<file path="config.mk">
export PLATFORM = sky130hd
export DESIGN_NAME = button_debounce
export DESIGN_NICKNAME = d
export VERILOG_FILES = /design/src/rtl/board_io_pkg.sv /design/src/rtl/sync_2ff.sv /design/src/rtl/button_debounce.sv
export SDC_FILE = /design/constraint.sdc
export NUM_CORES = 1
export LEC_CHECK = 0
export CAP_MARGIN = 5
export CORE_UTILIZATION = 41
export CTS_BUF_LIST = sky130_fd_sc_hd__clkbuf_4
export DETAILED_ROUTE_END_ITERATION = 8
export SYNTH_ARGS = -nofsm -noshare
export SYNTH_HDL_FRONTEND = slang
export SYNTH_HIERARCHICAL = 1
export SYNTH_SLANG_ARGS = --single-unit
</file>
<file path="constraint.sdc">
create_clock -name clk -period 5.9 [get_ports clk]
set_input_delay 1.18 -clock clk [delete_from_list [all_inputs] [get_ports clk]]
set_output_delay 1.18 -clock clk [all_outputs]
set_load 0.02 [all_outputs]
</file>
<file path="src/rtl/board_io_pkg.sv">
// Shared board I/O definitions: button FSM encodings, 12 MHz timing defaults, counter sizing.
package board_io_pkg;

  typedef enum logic [1:0] {
    RELEASED     = 2'd0,
    PRESS_WAIT   = 2'd1,
    PRESSED      = 2'd2,
    RELEASE_WAIT = 2'd3
  } btn_state_e;

  // 10 ms debounce and 1 s long-press at 12 MHz
  localparam int unsigned DEF_DEBOUNCE_CYCLES = 120_000;
  localparam int unsigned DEF_LONG_CYCLES     = 12_000_000;

  // Width able to hold 0..max_val, never narrower than one bit
  function automatic int unsigned cnt_width(input int unsigned max_val);
    return (max_val < 1) ? 1 : $clog2(max_val + 1);
  endfunction

endpackage

</file>
<file path="src/rtl/sync_2ff.sv">
// Generic two-flop synchroniser for an asynchronous single-bit input.
module sync_2ff #(
  parameter logic RESET_VAL = 1'b0
) (
  input  logic clk,
  input  logic rst_n,
  input  logic d_i,
  output logic q_o
);

  logic s1_q;
  logic s2_q;

  always_ff @(posedge clk or negedge rst_n) begin
    if (!rst_n) begin
      s1_q <= RESET_VAL;
      s2_q <= RESET_VAL;
    end else begin
      s1_q <= d_i;
      s2_q <= s1_q;
    end
  end

  assign q_o = s2_q;

endmodule

</file>
<file path="src/rtl/button_debounce.sv">
// Push-button front end: synchronise, debounce, and emit press/release/long-press events
// plus a press-toggled LED level.
module button_debounce
  import board_io_pkg::*;
#(
  parameter int unsigned DEBOUNCE_CYCLES = DEF_DEBOUNCE_CYCLES,
  parameter int unsigned LONG_CYCLES     = DEF_LONG_CYCLES,
  parameter bit          ACTIVE_LOW      = 1'b1
) (
  input  logic clk,
  input  logic rst_n,
  input  logic btn_raw,
  output logic btn_level,
  output logic btn_press,
  output logic btn_release,
  output logic btn_long,
  output logic led_toggle
);

  localparam int unsigned DEB_W   = cnt_width(DEBOUNCE_CYCLES);
  localparam int unsigned HOLD_W  = cnt_width(LONG_CYCLES);
  localparam bit          LONG_EN = (LONG_CYCLES > 0);

  localparam logic [DEB_W-1:0]  DEB_LAST  = DEB_W'((DEBOUNCE_CYCLES > 0) ? DEBOUNCE_CYCLES - 1 : 0);
  localparam logic [HOLD_W-1:0] HOLD_LAST = HOLD_W'(LONG_EN ? LONG_CYCLES - 1 : 0);
  localparam logic [HOLD_W-1:0] HOLD_MAX  = HOLD_W'(LONG_CYCLES);

  if (DEBOUNCE_CYCLES == 0) begin : g_bad_debounce
    $error("button_debounce: DEBOUNCE_CYCLES must be >= 1");
  end

  logic sync_pin;
  logic pressed;

  sync_2ff #(
    .RESET_VAL (ACTIVE_LOW)
  ) u_sync (
    .clk   (clk),
    .rst_n (rst_n),
    .d_i   (btn_raw),
    .q_o   (sync_pin)
  );

  assign pressed = ACTIVE_LOW ? ~sync_pin : sync_pin;

  btn_state_e        state_q, state_d;
  logic [DEB_W-1:0]  deb_cnt_q, deb_cnt_d;
  logic [HOLD_W-1:0] hold_cnt_q, hold_cnt_d;
  logic              level_q, level_d;
  logic              press_q, press_d;
  logic              release_q, release_d;
  logic              long_q, long_d;
  logic              toggle_q, toggle_d;

  always_ff @(posedge clk or negedge rst_n) begin
    if (!rst_n) begin
      state_q    <= RELEASED;
      deb_cnt_q  <= '0;
      hold_cnt_q <= '0;
      level_q    <= 1'b0;
      press_q    <= 1'b0;
      release_q  <= 1'b0;
      long_q     <= 1'b0;
      toggle_q   <= 1'b0;
    end else begin
      state_q    <= state_d;
      deb_cnt_q  <= deb_cnt_d;
      hold_cnt_q <= hold_cnt_d;
      level_q    <= level_d;
      press_q    <= press_d;
      release_q  <= release_d;
      long_q     <= long_d;
      toggle_q   <= toggle_d;
    end
  end

  // Next-state and registered-output logic; event pulses default low every cycle
  always_comb begin
    state_d    = state_q;
    deb_cnt_d  = deb_cnt_q;
    hold_cnt_d = hold_cnt_q;
    level_d    = level_q;
    press_d    = 1'b0;
    release_d  = 1'b0;
    long_d     = 1'b0;
    toggle_d   = toggle_q;

    unique case (state_q)
      RELEASED: begin
        if (pressed) begin
          state_d   = PRESS_WAIT;
          deb_cnt_d = '0;
        end
      end
      PRESS_WAIT: begin
        if (!pressed) begin
          state_d = RELEASED;
        end else if (deb_cnt_q == DEB_LAST) begin
          state_d    = PRESSED;
          hold_cnt_d = '0;
          level_d    = 1'b1;
          press_d    = 1'b1;
          toggle_d   = ~toggle_q;
        end else begin
          deb_cnt_d = deb_cnt_q + DEB_W'(1);
        end
      end
      PRESSED: begin
        // hold_cnt passes HOLD_LAST only once per press, so btn_long cannot repeat
        if (!pressed) begin
          state_d   = RELEASE_WAIT;
          deb_cnt_d = '0;
        end else if (hold_cnt_q != HOLD_MAX) begin
          hold_cnt_d = hold_cnt_q + HOLD_W'(1);
          if (LONG_EN && (hold_cnt_q == HOLD_LAST)) begin
            long_d = 1'b1;
          end
        end
      end
      RELEASE_WAIT: begin
        if (pressed) begin
          state_d = PRESSED;
        end else if (deb_cnt_q == DEB_LAST) begin
          state_d   = RELEASED;
          level_d   = 1'b0;
          release_d = 1'b1;
        end else begin
          deb_cnt_d = deb_cnt_q + DEB_W'(1);
        end
      end
      default: state_d = RELEASED;
    endcase
  end

  assign btn_level   = level_q;
  assign btn_press   = press_q;
  assign btn_release = release_q;
  assign btn_long    = long_q;
  assign led_toggle  = toggle_q;

endmodule
</file>
After elaboration in Yosys (flattened, before gate mapping) --
Cells that the tools add are included.
Storage, ports and cells: bits in registers 50, input port bits 3, output and inout bits 5, logic and storage cells 70
Operators by class: $add $sub $neg 2, equal/unequal tests 16, muxes and demuxes 32, bitwise operators 2, reduce and logical (&&, ||, !) cells 8
Operators by type and width (number):
- 24-bit 2-to-1 mux | 4
- 17-bit 2-to-1 mux | 5
- 17-bit one-hot mux with 4 select lines | 1
- 24-bit one-hot mux with 2 select lines | 1
- 24-bit by 1-bit adder with 24-bit output, second input constant | 1
- 24-bit == test, second input constant | 1
- 24-bit inequality test, second input constant | 1
- 17-bit by 1-bit adder with 17-bit output, second input constant | 1
- 17-bit == test, second input constant | 1
- 1-bit 2-to-1 mux | 13
- 2-bit 2-to-1 mux | 6
- 2-bit inequality test, second input constant | 6
- 5-bit AND reduction | 2
- 2-bit one-hot mux with 4 select lines | 1
- 4-bit AND reduction | 2
- 2-bit == test, second input constant | 2
- 2-bit by 1-bit inequality test with 1-bit output, second input constant | 2
- 2-bit nonzero test | 2
- 3-bit by 2-bit inequality test with 1-bit output, second input constant | 1
- 3-bit inequality test, second input constant | 1
- 3-bit AND reduction | 1
- 2-bit by 1-bit == test with 1-bit output, second input constant | 1
- 2-bit logical NOT | 1
- 1-bit inverter | 2
- 1-bit one-hot mux with 2 select lines | 1

Longest topological paths before layout --
Gate-level depths: netlist of run 1.
depth in word-level cells 5, mapped depth 9, mapped depth without buffers 6

Hierarchy --
Netlist of run 1, hierarchy kept.
Modules (own cells, without submodules):
- button_debounce | times used 1, cells an instance 307, area each 2732.6 µm², sequential area each 1201.2 µm²
- sync_2ff | times used 1, cells an instance 2, area each 52.6 µm², sequential area each 52.6 µm²

Least setup slack after synthesis of run 1 --
Ideal clock, no wire load.
path type reg2reg, start point register hold_cnt_q[14], end point register hold_cnt_q[20], library setup time 0.124 ns, data arrival time 1.937 ns, required time 5.776 ns, path slack 3.840 ns, cell stages (with the launch flop) 7, path buffers 1, clock period less this slack 2.060 ns, path through dfrtp_1 > or4_4 > nor4_4 > a41oi_2 > buf_6 > a32oi_2 > nand2_1
Between the ends: longest elaborated chain between the ends 4, elaborated cells between the ends (all ways) 7, those cells by class add/sub (1); eq/ne (2); mux (3); reduce/logical (1)
Ends and longest elaborated chain:
- start, declared | line button_debounce.sv:48 | logic [HOLD_W-1:0] hold_cnt_q, hold_cnt_d;
- start signal, assigned | line button_debounce.sv:68 | hold_cnt_q <= hold_cnt_d;
- 24-bit by 1-bit adder with 24-bit output | line button_debounce.sv:114 | hold_cnt_d = hold_cnt_q + HOLD_W'(1);
- 24-bit 2-to-1 mux | line button_debounce.sv:113 | end else if (hold_cnt_q != HOLD_MAX) begin
- 24-bit 2-to-1 mux | line button_debounce.sv:110 | if (!pressed) begin
- 24-bit one-hot mux with 2 select lines | line button_debounce.sv:88 | unique case (state_q)
Several ways; a longest one is shown, not always the timed one. The select of a mux whose other input is x is not followed. A chain may end at the register's enable or synchronous reset.

==> flow_summary.ini, run 1 <==
[cts]
clock_sinks = 50
postCtsSetupBuffers = 0
cts_tree = yes
htree_levels = 2
cts_root_buffer = clkbuf_4
hold_buffers = 0
ctsLongestPathBuffers = 2
clock_latency_ns = 0.38
clk_pin_slew_ns = 0.16
ctsResizeCount = 0
numCtsBuffers = 5

[floorplan]
die_w_um = 84.4
start_util = 0.431
fp-row-count = 29
die_h_um = 84.4
io_pins = 8
fp.coreArea_um2 = 6460
die_area_um2 = 7130

[global_route]
grt_pass1_wl_um = 10400
overflow = 0
grtUsageTotal = 0.182
antenna_found_initial = 0
grt_max_degree = 51
grt_pass1_vias = 2126

[cells_and_area]
syn_to_final_growth_pct = 4.63
instances_no_fill = 382
final_layout_size_suffix_gt1_frac = 0.0623
diodes = 0
nets = 310
final_core_util = 0.451

[route]
first_iter_violations = 121
avgRoutedWirePerCell_um = 15.6
vias_per_cell = 5.94
remaining_drc_errors = 0
wirelength_um = 5970
ant_nets = 0
dr_total_vias = 2269
firstDrtPassIters = 4

[yosys]
yosys_warnings = 6
yosysTopAreaCellShare = 0.431
synth.area.top_cells = dfrtp_1, nand2_1, a31oi_1
syn-cell-area_um2 = 2790
synth_ff_type = dfrtp_1
synth-seq-cells = 50
netlist_instances = 309
syn-num-nets = 315
synth_edf_count = 0
syn_area_per_cell_um2 = 9.01
ys_async_sr_fraction = 1.00
seq_area_frac_synth = 0.450
synth_top_cell_by_area = dfrtp_1
ys_types = 53

[timing]
fmax_ghz = 0.368
fin_setup_tns_ns = 0
period_share = 0.460
slew_viol_final = 0
tightest_slew_ns = 0.924
min_period_ns = 2.72
hold_viol = 0
setup_viol = 0
setup_ws_ns = 3.18
fin_skew_ns = 0.0176
rsz0062_at_grt = false
hold_slack_ns = 0.367
slew_headroom = 0.384

[setup_path]
cp_max_fo = 19
cp_slowest_cell = a41oi_2
start_kind = flip-flop
crit_family = compound AO/OA/AOI/OAI gates
crit_type = flip-flop to flip-flop
crit_arrival_ns = 3.02
path_buf_inv = 0
cp-end-kind = flip-flop
cp_cell_sequence = nor2b_1 > nand2_1 > a41oi_2 > a41oi_1 > a31oi_1
required_ns = 6.20
cpPeakStageDelay_ns = 0.79

[placement]
place_congestion = 0.813
place_ws_ns = 3.24
dp_hpwl_um = 3980
place_inst = 374
port-buffer-count = 7

[power]
ir_drop_v = 0.0000664
p_leak_nw = 1.15
power.density_nw_per_um2 = 187

[worst_hold_path]
hold_class = flip-flop to flip-flop
hold_path.startpoint = u_sync/s1_q

[run_status]
status = complete, no violations

[flow_run]
drv_cap = 0
==> registers in the layout, summed over array words and instances (netlist names), named ones only <==
signal and cells:
hold_cnt_q 24, deb_cnt_q 17, btn_level 1, btn_long 1, btn_press 1, btn_release 1, led_toggle 1, state_q 1
u_sync/q_o 1, u_sync/s1_q 1
==> metrics by stage <==
step	total power [W]	cell area (µm²)
after floorplan	0.000378	2790
after global placement	0.000391	2860
after detailed placement	0.000392	2860
after CTS	0.000552	2910
after global routing	0.000573	2910
final	0.000545	2910
==> routing by layer <==
| metal | track usage | vias to the layer above | wire length (µm) |
|---|---|---|---|
| li1 | - | 1135 | - |
| met1 | 0.265 | 1102 | 3050 |
| met2 | 0.279 | 27 | 2690 |
| met3 | 0.0344 | 5 | 172 |
| met4 | 0.0447 | 0 | 60 |
| met5 | 0 | - | 0 |
==> final cells by class <==
type                            count  area [µm²]
Clock buffer                        5        37.5
Inverter                            8        30.0
Fill cell                         628        3540
Sequential cell                    50        1250
Clock inverter                      3        16.3
Tap cell                           77        96.3
Timing Repair Buffer                9        80.1
Multi-Input combinational cell    230        1400
==> cell usage in the layout (no fill, tap or decap), types with 2 or more instances in the layout <==
cell	Yosys	final
xnor2_1	8	8
or3_1	4	4
a41oi_1	4	4
nor3_1	8	8
o21a_1	4	4
o21ai_0	13	13
and4_1	5	5
clkdlybuf4s50_1	0	6
nand4_1	13	13
clkbuf_4	0	5
mux2i_1	7	7
nand3_1	20	20
nor2_1	24	24
inv_1	8	8
nor4b_1	3	3
nand2b_1	4	4
a31oi_1	18	18
dfstp_2	2	2
nor4_1	8	8
nand2_1	32	32
and3_1	5	5
a21oi_1	22	22
buf_4	1	2
ha_1	3	3
dfrtp_1	48	48
==> cells in the mapped netlist, drive strengths merged, types with 4 or more instances <==
library cell	number
a21oi	22
a31oi	18
a41oi	5
and3	5
and4	5
buf	6
clkbuf	15
dfrtp	48
inv	8
mux2i	7
nand2	33
nand2b	4
nand3	20
nand4	13
nor2	24
nor3	8
nor4	9
o21a	4
o21ai	14
or3	4
xnor2	8
==> worst reg2reg max path, delay by kind of cell (launching register included) <==
| kind | cells | cell delay, ns |
|---|---|---|
| flip-flops | 1 | 0.51 |
| AO/OA/AOI/OAI | 3 | 1.21 |
| AND/OR/NAND/NOR | 2 | 0.92 |
==> path summary, 6_finish.rpt <==
kind,to,slack (ns),cells past startpoint
min,u_sync/q_o,0.37,0
max in group asynchronous,deb_cnt_q[3],4.58,2
max reg2reg,hold_cnt_q[14],3.18,5
min reg2reg,u_sync/q_o,0.37,0
min in group asynchronous,btn_press,0.89,2
max,hold_cnt_q[14],3.18,5
==> where the power goes <==
group	switching [W]	internal (W)	total [W]	leakage, nW
clock	0.000115	0.0000446	0.000160	0.0286
sequential	0.00000891	0.000350	0.000359	0.687
combinational	0.0000173	0.00000891	0.0000262	0.434
==> kinds of logic (layout without fill, tap and decap cells) <==
kind of cell               Yosys count  after routing  share of synthesized area
and+or+nand+nor                    135            135                      0.258
AOI/OAI and AO/OA                   76             76                      0.178
DFF                                 50             50                      0.450
muxes                                7              7                     0.0252
buffers and inverters               29             25                     0.0472
xor gates and xnor gates             9              9                     0.0283
adders and majority gates            3              3                     0.0135
No activity file was read; power rests on OpenSTA's default activity.
==> run 2: changes to the inputs <==
- clock period: 5.9 -> 2.2 ns (I/O delays scaled with it)
==> run 2 against run 1 <==
Setup slack got worse by 3.0 ns. Combinational power grew to 2.9 times the previous value. Sequential share of layout area fell by 3.0 points. Total power rose to 2.7 times the previous value. Largest cell class unchanged. Highest routed layer unchanged.
==> flow_summary.ini, run 2 (synthesis results as in run 1) <==
[cts]
ctsLongestPathBuffers = 2
cts_tree = yes
htree_levels = 2
clock_sinks = 50
clk_pin_slew_ns = 0.15
clock_latency_ns = 0.38
hold_buffers = 0
cts_root_buffer = clkbuf_4
numCtsBuffers = 5
postCtsSetupBuffers = 0

[setup_path]
crit_arrival_ns = 2.37
cp_cell_sequence = nor4bb_1 > and4_1 > nand3_1 > a2111oi_0 > a311o_1
required_ns = 2.52
cp_slowest_cell = a2111oi_0
crit_type = flip-flop to flip-flop
start_kind = flip-flop
path_buf_inv = 0
cp-end-kind = flip-flop
crit_family = simple AND/OR/NAND/NOR gates
cp_max_fo = 6
cpPeakStageDelay_ns = 0.46

[route]
wirelength_um = 6300
firstDrtPassIters = 4
wl_met1_um = 3240
highest_layer = met4
first_iter_violations = 138
dr_total_vias = 2375
ant_nets = 0
vias_per_cell = 5.82
dr_wl_met2_um = 2770
dr_wl_met3_um = 189
avgRoutedWirePerCell_um = 15.4
remaining_drc_errors = 0

[floorplan]
fp.coreArea_um2 = 6460
die_h_um = 84.4
fp-row-count = 29
io_pins = 8
die_area_um2 = 7130
start_util = 0.431
die_w_um = 84.4

[timing]
tightest_slew_ns = 0.594
slew_headroom = 0.604
period_share = 0.933
setup_ws_ns = 0.148
fmax_ghz = 0.487
slew_viol_final = 0
fin_setup_tns_ns = 0
hold_viol = 0
min_period_ns = 2.05
rsz0062_at_grt = false
fin_skew_ns = 0.0214
setup_viol = 0
hold_slack_ns = 0.0504

[power]
power_frac_clock = 0.306
pwr-share-seq = 0.644
switching_share = 0.243
p_leak_nw = 1.29
power.density_nw_per_um2 = 477
ir_drop_v = 0.000174
p_comb_frac = 0.051
p_switching_w = 0.000364
intPower_w = 0.00113

[global_route]
grt_max_degree = 25
overflow = 0
grt_pass1_wl_um = 11000
grt_pass1_vias = 2275
antenna_found_initial = 0
grtUsageTotal = 0.193

[cells_and_area]
syn_to_final_growth_pct = 12.5
nets = 336
diodes = 0
layout_commonest_cell = dfrtp_1
largest-register = hold_cnt_q
largest_register_ffs = 24
final_layout_size_suffix_gt1_frac = 0.139
mostFrequentLayoutCells = dfrtp_1, nand2_1, buf_4
largestRegisters = hold_cnt_q: 24 flops, deb_cnt_q: 17 flops

[run_status]
status = complete, no violations

[placement]
place_ws_ns = 0.0804
dp_hpwl_um = 4490
port-buffer-count = 7
place_congestion = 0.816

[worst_hold_path]
hold_class = primary input to asynchronous set/reset pin

[flow_run]
drv_cap = 0
==> run 2: changes by cell type in the layout (fill, tap and decap cells not counted), sizes merged <==
cell      before  now
clkbuf         5    8
clkinvlp       1    0
buf            3   29
clkinv         2    0
==> run 2: cell type report <==
type | count | area [µm²]
fillers | 629 | 3330
repair buffers | 35 | 288
multi-input cells | 230 | 1410
clock buffers | 8 | 60.1
inverters | 8 | 30.0
well taps | 77 | 96.3
flip-flops and latches | 50 | 1250
==> run 2: power groups by stage <==
stage	logic (W)	clock network (W)	registers [W]
global route	0.0000890	0.000501	0.000968
detailed placement	0.0000782	0	0.000980
finish	0.0000758	0.000457	0.000963
floorplan	0.0000434	0	0.000972
global placement	0.0000763	0	0.000979
CTS	0.0000785	0.000476	0.000963
==> run 2: stage by stage <==
step	utilization	cell area [µm²]	power [W]	instances
detailed placement	0.475	3070	0.00106	400
floorplan	-	2790	0.00101	309
global route	0.485	3130	0.00156	408
finish	0.485	3130	0.00150	408
global placement	0.475	3070	0.00106	400
CTS	0.484	3130	0.00152	408
==> run 2: worst paths after layout <==
kind | from | cells past startpoint | end | slack, ns
worst max-delay path | deb_cnt_q[11] | 5 | hold_cnt_q[7] | 0.15
worst min-delay path | rst_n | 1 | hold_cnt_q[10] | 0.05
worst max register to register | deb_cnt_q[11] | 5 | hold_cnt_q[7] | 0.15
worst min register to register | u_sync/s1_q | 0 | u_sync/q_o | 0.37
max in group asynchronous | rst_n | 2 | deb_cnt_q[2] | 1.61
min in group clk | u_sync/s1_q | 0 | u_sync/q_o | 0.37
==> run 2: repair_timing <==
action                     4_1_cts  5_1_grt
hold endpoints to repair         0        0
gates resized for setup          0        1
setup endpoints to repair        0       12
==> run 2: worst register-to-register path: stages, from the launching register on <==
cell and delay (ns):
dfrtp_1 0.45, nor4bb_1 0.39, and4_1 0.29, nand3_1 0.23, a2111oi_0 0.46, a311o_1 0.16
==> run 2: routing by layer <==
metal,global-route usage,vias to the layer above
li1,-,1190
met1,0.281,1142
met2,0.299,35
met3,0.0236,8
met4,0.0647,0
met5,0,-
==> run 3: changes to the inputs <==
- CTS_BUF_LIST: sky130_fd_sc_hd__clkbuf_4 -> sky130_fd_sc_hd__clkbuf_2
==> run 3 against run 2 <==
Die area unchanged. Count of clock-buffer cells in the layout stayed put. Via count up 0.13%. Wire length grew 0.97%. Setup slack got worse by 0.069 ns. Critical path depth did not move. Design area is 0.12% higher. Critical endpoint unchanged. Sequential share of layout area hardly changed. Final cell count is 0.49% higher. Combinational power increased by 2%.
==> flow_summary.ini, run 3 (synthesis results as in run 1) <==
[setup_path]
cp-end-kind = flip-flop
cp_max_fo = 4
crit_arrival_ns = 2.46
required_ns = 2.54
crit_type = flip-flop to flip-flop
reg2reg_from = hold_cnt_q[14]
start_kind = flip-flop
critPathLaunch = hold_cnt_q[14]

[timing]
rsz0062_at_grt = false
fin_setup_tns_ns = 0
slew_viol_final = 0
hold_viol = 0
fin_skew_ns = 0.0328
tightest_slew_ns = 0.591
period_share = 0.964
fmax_ghz = 0.471
setup_ws_ns = 0.0788
slew_headroom = 0.606
setup_viol = 0
min_period_ns = 2.12

[route]
remaining_drc_errors = 0
first_iter_violations = 122
firstDrtPassIters = 4
dr_total_vias = 2378
wirelength_um = 6360
ant_nets = 0
avgRoutedWirePerCell_um = 15.5
vias_per_cell = 5.80

[placement]
place_congestion = 0.816
place_ws_ns = 0.0804
dp_hpwl_um = 4490
place_inst = 400
port-buffer-count = 7

[cts]
clk_pin_slew_ns = 0.24
clock_latency_ns = 0.44
htree_levels = 2
ctsLongestPathBuffers = 2
clock_sinks = 50
numCtsBuffers = 5
cts_root_buffer = clkbuf_2
cts_tree = yes

[cells_and_area]
largest_register_ffs = 24
mostFrequentLayoutCells = dfrtp_1, nand2_1, buf_4
layout_commonest_cell = dfrtp_1
largestRegisters = hold_cnt_q: 24 flops, deb_cnt_q: 17 flops
instances_no_fill = 410
diodes = 0
syn_to_final_growth_pct = 12.6
final_layout_size_suffix_gt1_frac = 0.144
nets = 338
largest-register = hold_cnt_q

[power]
p_leak_nw = 1.30
power.density_nw_per_um2 = 454
ir_drop_v = 0.000177

[global_route]
grt_pass1_vias = 2264
antenna_found_initial = 0
grtUsageTotal = 0.192
overflow = 0
grt_pass1_wl_um = 11000
grt_max_degree = 25

[floorplan]
fp.coreArea_um2 = 6460
die_w_um = 84.4
die_h_um = 84.4
start_util = 0.431
die_area_um2 = 7130
io_pins = 8
fp-row-count = 29

[worst_hold_path]
hold_path.startpoint = u_sync/s1_q
hold_class = flip-flop to flip-flop

[flow_run]
drv_cap = 0

[run_status]
status = complete, no violations
## run 3: repair_timing
action / CTS / global route
hold endpoints to repair: 20 / 0
hold buffers: 1 / 0
gates resized for setup: 0 / 2
buffers inserted: 0 / 1
endpoints found under the setup margin: 0 / 14
## run 3: layer usage
metal	track usage	part of all wire
met1	0.282	0.51
met2	0.298	0.44
met3	0.0236	0.038
met4	0.0601	0.014
met5	0	0
## run 3: cell type report
class	count	area [µm²]
tap	77	96.3
inverter	8	30.0
clock buffer	8	40.0
fill	634	3320
sequential	50	1250
timing repair buffer	37	305
multi-input combinational	230	1410
## run 3: worst paths after layout
| kind | endpoint | slack (ns) | cells past startpoint |
|---|---|---|---|
| worst max-delay path | hold_cnt_q[7] | 0.08 | 5 |
| worst min-delay path | u_sync/q_o | 0.38 | 0 |
| worst max register to register | hold_cnt_q[7] | 0.08 | 5 |
| worst min register to register | u_sync/q_o | 0.38 | 0 |
| max in group asynchronous | deb_cnt_q[2] | 1.16 | 3 |
| min in group asynchronous | hold_cnt_q[10] | 0.50 | 2 |
## run 3: stage by stage
stage	hold WS (ns)	util	instance area, µm²	power (W)
after floorplan	0.144	-	2790	0.00101
after global placement	0.346	0.475	3070	0.00106
after detailed placement	0.354	0.475	3070	0.00106
after CTS	0.380	0.483	3120	0.00144
after global routing	0.385	0.486	3140	0.00149
final	0.377	0.486	3140	0.00142
## run 3: power by group
part | switching [W] | internal (W) | total, W
combinational | 0.0000473 | 0.0000297 | 0.0000770
sequential | 0.0000245 | 0.000940 | 0.000964
clock | 0.000289 | 0.0000934 | 0.000383
## run 3: critical path, stage by stage (launching register included)
cell	delay, ns
dfrtp_1	0.44
or4_4	0.54
nor4_4	0.35
a41o_2	0.31
a2111oi_0	0.10
a311o_1	0.29
